--- src/rtl/fetch_line_unit.sv ---
// Instruction fetch unit: one-line buffer refilled by AXI read bursts, feeding a FWFT
// fetch queue toward decode, with redirect/flush and draining of abandoned bursts.
module fetch_line_unit #(
    parameter int ADDR_W      = 64,
    parameter int DATA_W      = 64,
    parameter int LINE_BEATS  = 8,
    parameter int QUEUE_DEPTH = 4
) (
    input  logic              clk,
    input  logic              reset,
    input  logic              start,
    input  logic [ADDR_W-1:0] start_pc,
    input  logic              redirect_valid,
    input  logic [ADDR_W-1:0] redirect_pc,
    output logic              instr_valid,
    input  logic              instr_ready,
    output logic [31:0]       instr_out,
    output logic [ADDR_W-1:0] instr_pc,
    output logic              busy,
    output logic              m_axi_arvalid,
    input  logic              m_axi_arready,
    output logic [ADDR_W-1:0] m_axi_araddr,
    output logic [7:0]        m_axi_arlen,
    output logic [2:0]        m_axi_arsize,
    input  logic              m_axi_rvalid,
    output logic              m_axi_rready,
    input  logic [DATA_W-1:0] m_axi_rdata,
    input  logic              m_axi_rlast
);
    localparam int LINE_BYTES = LINE_BEATS * 8;
    localparam int OFF_W      = $clog2(LINE_BYTES);
    localparam int BI_W       = $clog2(LINE_BEATS);
    localparam int QP_W       = $clog2(QUEUE_DEPTH);
    localparam logic [ADDR_W-1:0] TAG_MASK  = ~ADDR_W'(LINE_BYTES - 1);
    localparam logic [ADDR_W-1:0] WORD_MASK = ~ADDR_W'(3);

    typedef enum logic [2:0] {S_IDLE, S_REQ, S_FILL, S_DELIVER, S_DRAIN} state_t;

    state_t            state_q, state_d;
    logic [ADDR_W-1:0] fetch_pc_q, fetch_pc_d;
    logic [ADDR_W-1:0] line_tag_q, line_tag_d;
    logic [ADDR_W-1:0] ar_addr_q, ar_addr_d;
    logic              line_valid_q, line_valid_d;
    logic              redir_pend_q, redir_pend_d;
    logic [BI_W-1:0]   beat_cnt_q, beat_cnt_d;
    logic [DATA_W-1:0] line_buf_q [LINE_BEATS];

    logic [31:0]       q_instr_q [QUEUE_DEPTH];
    logic [ADDR_W-1:0] q_pc_q [QUEUE_DEPTH];
    logic [QP_W-1:0]   rd_ptr_q, wr_ptr_q;
    logic [QP_W:0]     count_q;

    logic              line_hit, idle_hit, redir_hit, q_full, beat_acc, last_beat;
    logic              flush, push, pop, buf_we;
    logic [ADDR_W-1:0] idle_pc, redir_pc_m;
    logic [BI_W-1:0]   beat_idx;
    logic [DATA_W-1:0] cur_beat;
    logic [31:0]       cur_instr;

    assign line_hit   = line_valid_q && ((fetch_pc_q & TAG_MASK) == line_tag_q);
    assign idle_pc    = (redirect_valid ? redirect_pc : start_pc) & WORD_MASK;
    assign idle_hit   = line_valid_q && ((idle_pc & TAG_MASK) == line_tag_q);
    assign redir_pc_m = redirect_pc & WORD_MASK;
    assign redir_hit  = line_valid_q && ((redir_pc_m & TAG_MASK) == line_tag_q);
    assign beat_idx   = fetch_pc_q[OFF_W-1:3];
    assign cur_beat   = line_buf_q[beat_idx];
    assign cur_instr  = fetch_pc_q[2] ? cur_beat[63:32] : cur_beat[31:0];
    assign q_full     = (count_q == (QP_W+1)'(QUEUE_DEPTH));
    assign beat_acc   = m_axi_rvalid && m_axi_rready;
    assign last_beat  = m_axi_rlast || (beat_cnt_q == BI_W'(LINE_BEATS - 1));

    assign flush = redirect_valid && (state_q != S_IDLE);
    assign push  = (state_q == S_DELIVER) && line_hit && !q_full && !redirect_valid;
    assign pop   = instr_valid && instr_ready && !flush;

    always_comb begin
        state_d       = state_q;
        fetch_pc_d    = fetch_pc_q;
        line_tag_d    = line_tag_q;
        line_valid_d  = line_valid_q;
        redir_pend_d  = redir_pend_q;
        beat_cnt_d    = beat_cnt_q;
        ar_addr_d     = ar_addr_q;
        m_axi_arvalid = 1'b0;
        m_axi_rready  = 1'b0;
        buf_we        = 1'b0;
        case (state_q)
            S_IDLE: begin
                if (start || redirect_valid) begin
                    fetch_pc_d = idle_pc;
                    state_d    = idle_hit ? S_DELIVER : S_REQ;
                end
            end
            S_REQ: begin
                m_axi_arvalid = 1'b1;
                if (redirect_valid) begin
                    fetch_pc_d   = redir_pc_m;
                    redir_pend_d = 1'b1;
                end
                if (m_axi_arready) begin
                    // The buffer is about to be overwritten, so the old line stops hitting.
                    line_valid_d = 1'b0;
                    beat_cnt_d   = '0;
                    redir_pend_d = 1'b0;
                    state_d      = (redir_pend_q || redirect_valid) ? S_DRAIN : S_FILL;
                end
            end
            S_FILL: begin
                m_axi_rready = 1'b1;
                if (beat_acc) begin
                    buf_we     = 1'b1;
                    beat_cnt_d = beat_cnt_q + 1'b1;
                end
                if (redirect_valid) begin
                    fetch_pc_d   = redir_pc_m;
                    line_valid_d = 1'b0;
                    // A redirect landing on the final beat has nothing left to drain.
                    state_d      = (beat_acc && last_beat) ? S_REQ : S_DRAIN;
                end else if (beat_acc && last_beat) begin
                    line_valid_d = 1'b1;
                    line_tag_d   = fetch_pc_q & TAG_MASK;
                    state_d      = S_DELIVER;
                end
            end
            S_DELIVER: begin
                if (redirect_valid) begin
                    fetch_pc_d = redir_pc_m;
                    state_d    = redir_hit ? S_DELIVER : S_REQ;
                end else if (!line_hit) begin
                    state_d = S_REQ;
                end else if (push) begin
                    fetch_pc_d = fetch_pc_q + ADDR_W'(4);
                end
            end
            S_DRAIN: begin
                m_axi_rready = 1'b1;
                if (redirect_valid) fetch_pc_d = redir_pc_m;
                if (beat_acc) begin
                    beat_cnt_d = beat_cnt_q + 1'b1;
                    if (last_beat) state_d = S_REQ;
                end
            end
            default: state_d = S_IDLE;
        endcase
        if (state_d == S_REQ && state_q != S_REQ) ar_addr_d = fetch_pc_d & TAG_MASK;
    end

    always_ff @(posedge clk) begin
        if (reset) begin
            state_q      <= S_IDLE;
            fetch_pc_q   <= '0;
            line_tag_q   <= '0;
            line_valid_q <= 1'b0;
            redir_pend_q <= 1'b0;
            beat_cnt_q   <= '0;
            ar_addr_q    <= '0;
            rd_ptr_q     <= '0;
            wr_ptr_q     <= '0;
            count_q      <= '0;
        end else begin
            state_q      <= state_d;
            fetch_pc_q   <= fetch_pc_d;
            line_tag_q   <= line_tag_d;
            line_valid_q <= line_valid_d;
            redir_pend_q <= redir_pend_d;
            beat_cnt_q   <= beat_cnt_d;
            ar_addr_q    <= ar_addr_d;
            if (flush) begin
                rd_ptr_q <= '0;
                wr_ptr_q <= '0;
                count_q  <= '0;
            end else begin
                if (push) wr_ptr_q <= wr_ptr_q + 1'b1;
                if (pop)  rd_ptr_q <= rd_ptr_q + 1'b1;
                case ({push, pop})
                    2'b10:   count_q <= count_q + 1'b1;
                    2'b01:   count_q <= count_q - 1'b1;
                    default: count_q <= count_q;
                endcase
            end
        end
    end

    // Storage arrays need no reset; validity is tracked by line_valid_q and count_q.
    always_ff @(posedge clk) begin
        if (buf_we) line_buf_q[beat_cnt_q] <= m_axi_rdata;
        if (push) begin
            q_instr_q[wr_ptr_q] <= cur_instr;
            q_pc_q[wr_ptr_q]    <= fetch_pc_q;
        end
    end

    assign instr_valid  = (count_q != '0);
    assign instr_out    = instr_valid ? q_instr_q[rd_ptr_q] : '0;
    assign instr_pc     = instr_valid ? q_pc_q[rd_ptr_q] : '0;
    assign busy         = (state_q != S_IDLE);
    assign m_axi_araddr = ar_addr_q;
    assign m_axi_arlen  = 8'(LINE_BEATS - 1);
    assign m_axi_arsize = 3'd3;

endmodule

--- config.mk ---
export PLATFORM = sky130hd
export DESIGN_NAME = fetch_line_unit
export DESIGN_NICKNAME = d
export VERILOG_FILES = /design/src/rtl/fetch_line_unit.sv
export SDC_FILE = /design/constraint.sdc
export NUM_CORES = 1
export LEC_CHECK = 0
export BUFFER_PORTS_ARGS = -buffer_cell sky130_fd_sc_hd__buf_2
export CAP_MARGIN = 30
export CORE_ASPECT_RATIO = 2
export CORE_UTILIZATION = 45
export CTS_CLUSTER_DIAMETER = 40
export DETAILED_ROUTE_END_ITERATION = 10
export HOLD_SLACK_MARGIN = 0.15
export MAX_ROUTING_LAYER = met4
export PLACE_DENSITY = 0.61
export SLEW_MARGIN = 20
export SYNTH_ARGS = -nofsm -noshare
export SYNTH_HDL_FRONTEND = slang
export SYNTH_SLANG_ARGS = --single-unit
--- constraint.sdc ---
create_clock -name clk -period 7.2 [get_ports clk]
set_clock_uncertainty 0.05 [all_clocks]
set_input_delay 0.72 -clock clk [delete_from_list [all_inputs] [get_ports clk]]
set_output_delay 0.72 -clock clk [all_outputs]
set_load 0.1 [all_outputs]
==> results.yml <==
status:
  status: "finished, final reports clean"
critical_path:
  endpoint_kind: "flop"
  worstSetupPathType: "reg2reg"
  crit_start: "fetch_pc_q[48]"
  cp_max_fo: 49
  reg2reg_from: "fetch_pc_q[48]"
  r2r_slack_ps: 2330
  start_kind: "flop"
  critical_path.endpoint: "q_pc_q[2][57]"
  cp.arrival_ps: 5220
  reg2reg_to: "q_pc_q[2][57]"
  cp.required_ps: 7550
  reg2regPathDepth: 8
placement:
  gp_congestion: 1.06
  place_ws_ps: 1860
  io_buffers: 351
  dp.final_hpwl_um: 118000
  place_inst: 4636
global_route:
  grt_pass1_vias: 30279
  antenna_found_initial: 13
  grt_max_degree: 114
  gr-total-overflow: 0
  grt_usage_pct: 33.1
  grt_pass1_wl_um: 233000
pwr:
  ir_worst_vdd_v: 0.000237
  power_leakage_uw: 0.0180
  power_density_mw_per_mm2: 271
floorplanning:
  ioPinCount: 375
  core_area_mm2: 0.102
  dieHeight_um: 457
  rows: 166
  die_width_um: 230
  fp.dieArea_mm2: 0.105
  initial_core_util_pct: 45.5
sta:
  worst_pin_slew_ps: 1100
  hold_viol_final: 0
  fmaxAchievable_ghz: 0.205
  rsz0062_at_grt: "false"
  setup_viol: 0
  period_share_pct: 67.7
  fin_crit_ps: 4870
  setup_tns_ps: 0
  worst_slack_ps: 2330
  slew_headroom_pct: 26.7
  slew_viol_final: 0
  holdWs_ps: 199
yosys:
  synthTopCellsByArea: "edfxtp_1, mux4_2, dfxtp_1, xnor2_1, nand2_1"
  yosysWarningCount: 0
  async_flop_share_pct: 0
  synth.avg_cell_area_um2: 15.3
  synth_flop_cell: "edfxtp_1"
  synth.distinct_cells: 84
  synth_edf_count: 888
  synth-seq-area-share_pct: 65.7
  synthCells: 3044
  synth-seq-cells: 1086
  syn_area_mm2: 0.0466
  yosysTopAreaCellShare_pct: 57.2
  synth_top_area_cell: "edfxtp_1"
clock_tree:
  clkSlewWorstSetupHoldPaths_ps: 60
  holdBufCountCts: 0
  htree_levels: 3
  cts_setup_buffers: 0
  clk_latency_ps: 750
  cts_tree: "yes"
  cts_buffer_depth: 3
  ctsResizeCount: 0
  cts_sinks: 1086
  cts_made_buffers: 107
  root_buffer: "clkbuf_16"
detailed_routing:
  drcViolationCount: 0
  drt_iter0_drc: 2664
  ant_nets: 0
  dr.pass1.iters: 6
  wl_um: 167000
  vias: 29454
  viasPerCell: 6.07
  wl_per_cell_um: 34.5
job:
  drv_cap: 0
layout:
  nets: 3615
  drive_above_1_share_pct: 26.9
  fin_util_pct: 52.5
  area_delta_synth_final_pct: 15.5
  final_cell_mix: "edfxtp_1, buf_2, mux4_2, nand2_1, dfxtp_1"
  nFillCells: 8544
  final-seq-area_mm2: 0.0306
  final_common_cell: "edfxtp_1"
  multiInputGateArea_mm2: 0.0150
  finalNonFillerCells: 4852
hold_path:
  hold_class: "in2reg"
## power breakdown
part           internal, µW  switching [µW]
Sequential             6930             157
Clock                  3080            2530
Combinational           527            1340
Total                 10500            4020
## synthesized netlist by cell type, drive strengths merged (72+ instances only)
cell type  count
xnor2        119
a21oi        132
nor2         125
mux2i         72
o21ai         73
edfxtp       888
clkbuf       153
buf           79
dfxtp        198
mux4         254
and2         102
nand2        226
## critical path, stage by stage, from the launching register on
cell	delay, ps
dfxtp_1	300
buf_4	200
xnor2_1	690
nand4_1	160
nor4_1	620
nand3_1	640
nor3_4	620
and2_4	760
buf_12	370
## logic make-up after synthesis
kind of cell    Yosys count  synth area share (%)
flops                  1086                  65.7
simple gates            783                  8.82
compound gates          423                  6.06
mux                     333                  14.0
buf+inv                 264                  2.40
xor+xnor                144                  2.71
fa+ha+maj                 9                 0.258
other cells               2                0.0161
## area by class of cell
cell class	count	share of cell area, %
Clock buffer	132	5.23
Antenna cell	12	0.0558
Tap cell	1344	3.13
Clock inverter	67	1.32
Sequential cell	1086	57.0
Inverter	32	0.223
Timing Repair Buffer	468	5.15
Multi-Input combinational cell	1711	27.9
## through the flow
step	cell area, µm²	total power, µW
detailed placement	50200	9050
CTS	53700	14600
floorplan	46700	8290
global route	53800	14900
global placement	50100	9010
finish	53800	14600
## routing by layer
| layer | vias to the layer above | global-route usage, % | wire length (µm) |
|---|---|---|---|
| li1 | 12602 | - | - |
| met1 | 15140 | 35.7 | 58400 |
| met2 | 1356 | 54.9 | 83900 |
| met3 | 356 | 6.49 | 11500 |
| met4 | 0 | 22.6 | 13700 |
| met5 | - | - | 0 |
## flip-flops by register name, indices dropped and copies added (netlist names), named ones only
register and cells:
q_instr_q 128, beat_cnt_q 3, line_buf_q 512, count_q 3, q_pc_q 248, wr_ptr_q 2
m_axi_araddr 58, redir_pend_q 1, line_tag_q 58, line_valid_q 1, fetch_pc_q 62, state_q 3
rd_ptr_q 2
## how the worst min path moves through the flow
stage / startpoint / endpoint / slack (ps) / cells after the start
finish: m_axi_arready / redir_pend_q / 200 / 2
CTS: m_axi_arready / redir_pend_q / 150 / 2
floorplan: fetch_pc_q[10] / q_pc_q[0][10] / 400 / 0
global route: m_axi_arready / redir_pend_q / 180 / 2
global placement: m_axi_araddr[63] / m_axi_araddr[63] / 400 / 2
detailed placement: m_axi_araddr[55] / m_axi_araddr[55] / 400 / 2
Note: power is estimated with default switching activity, not from simulation.
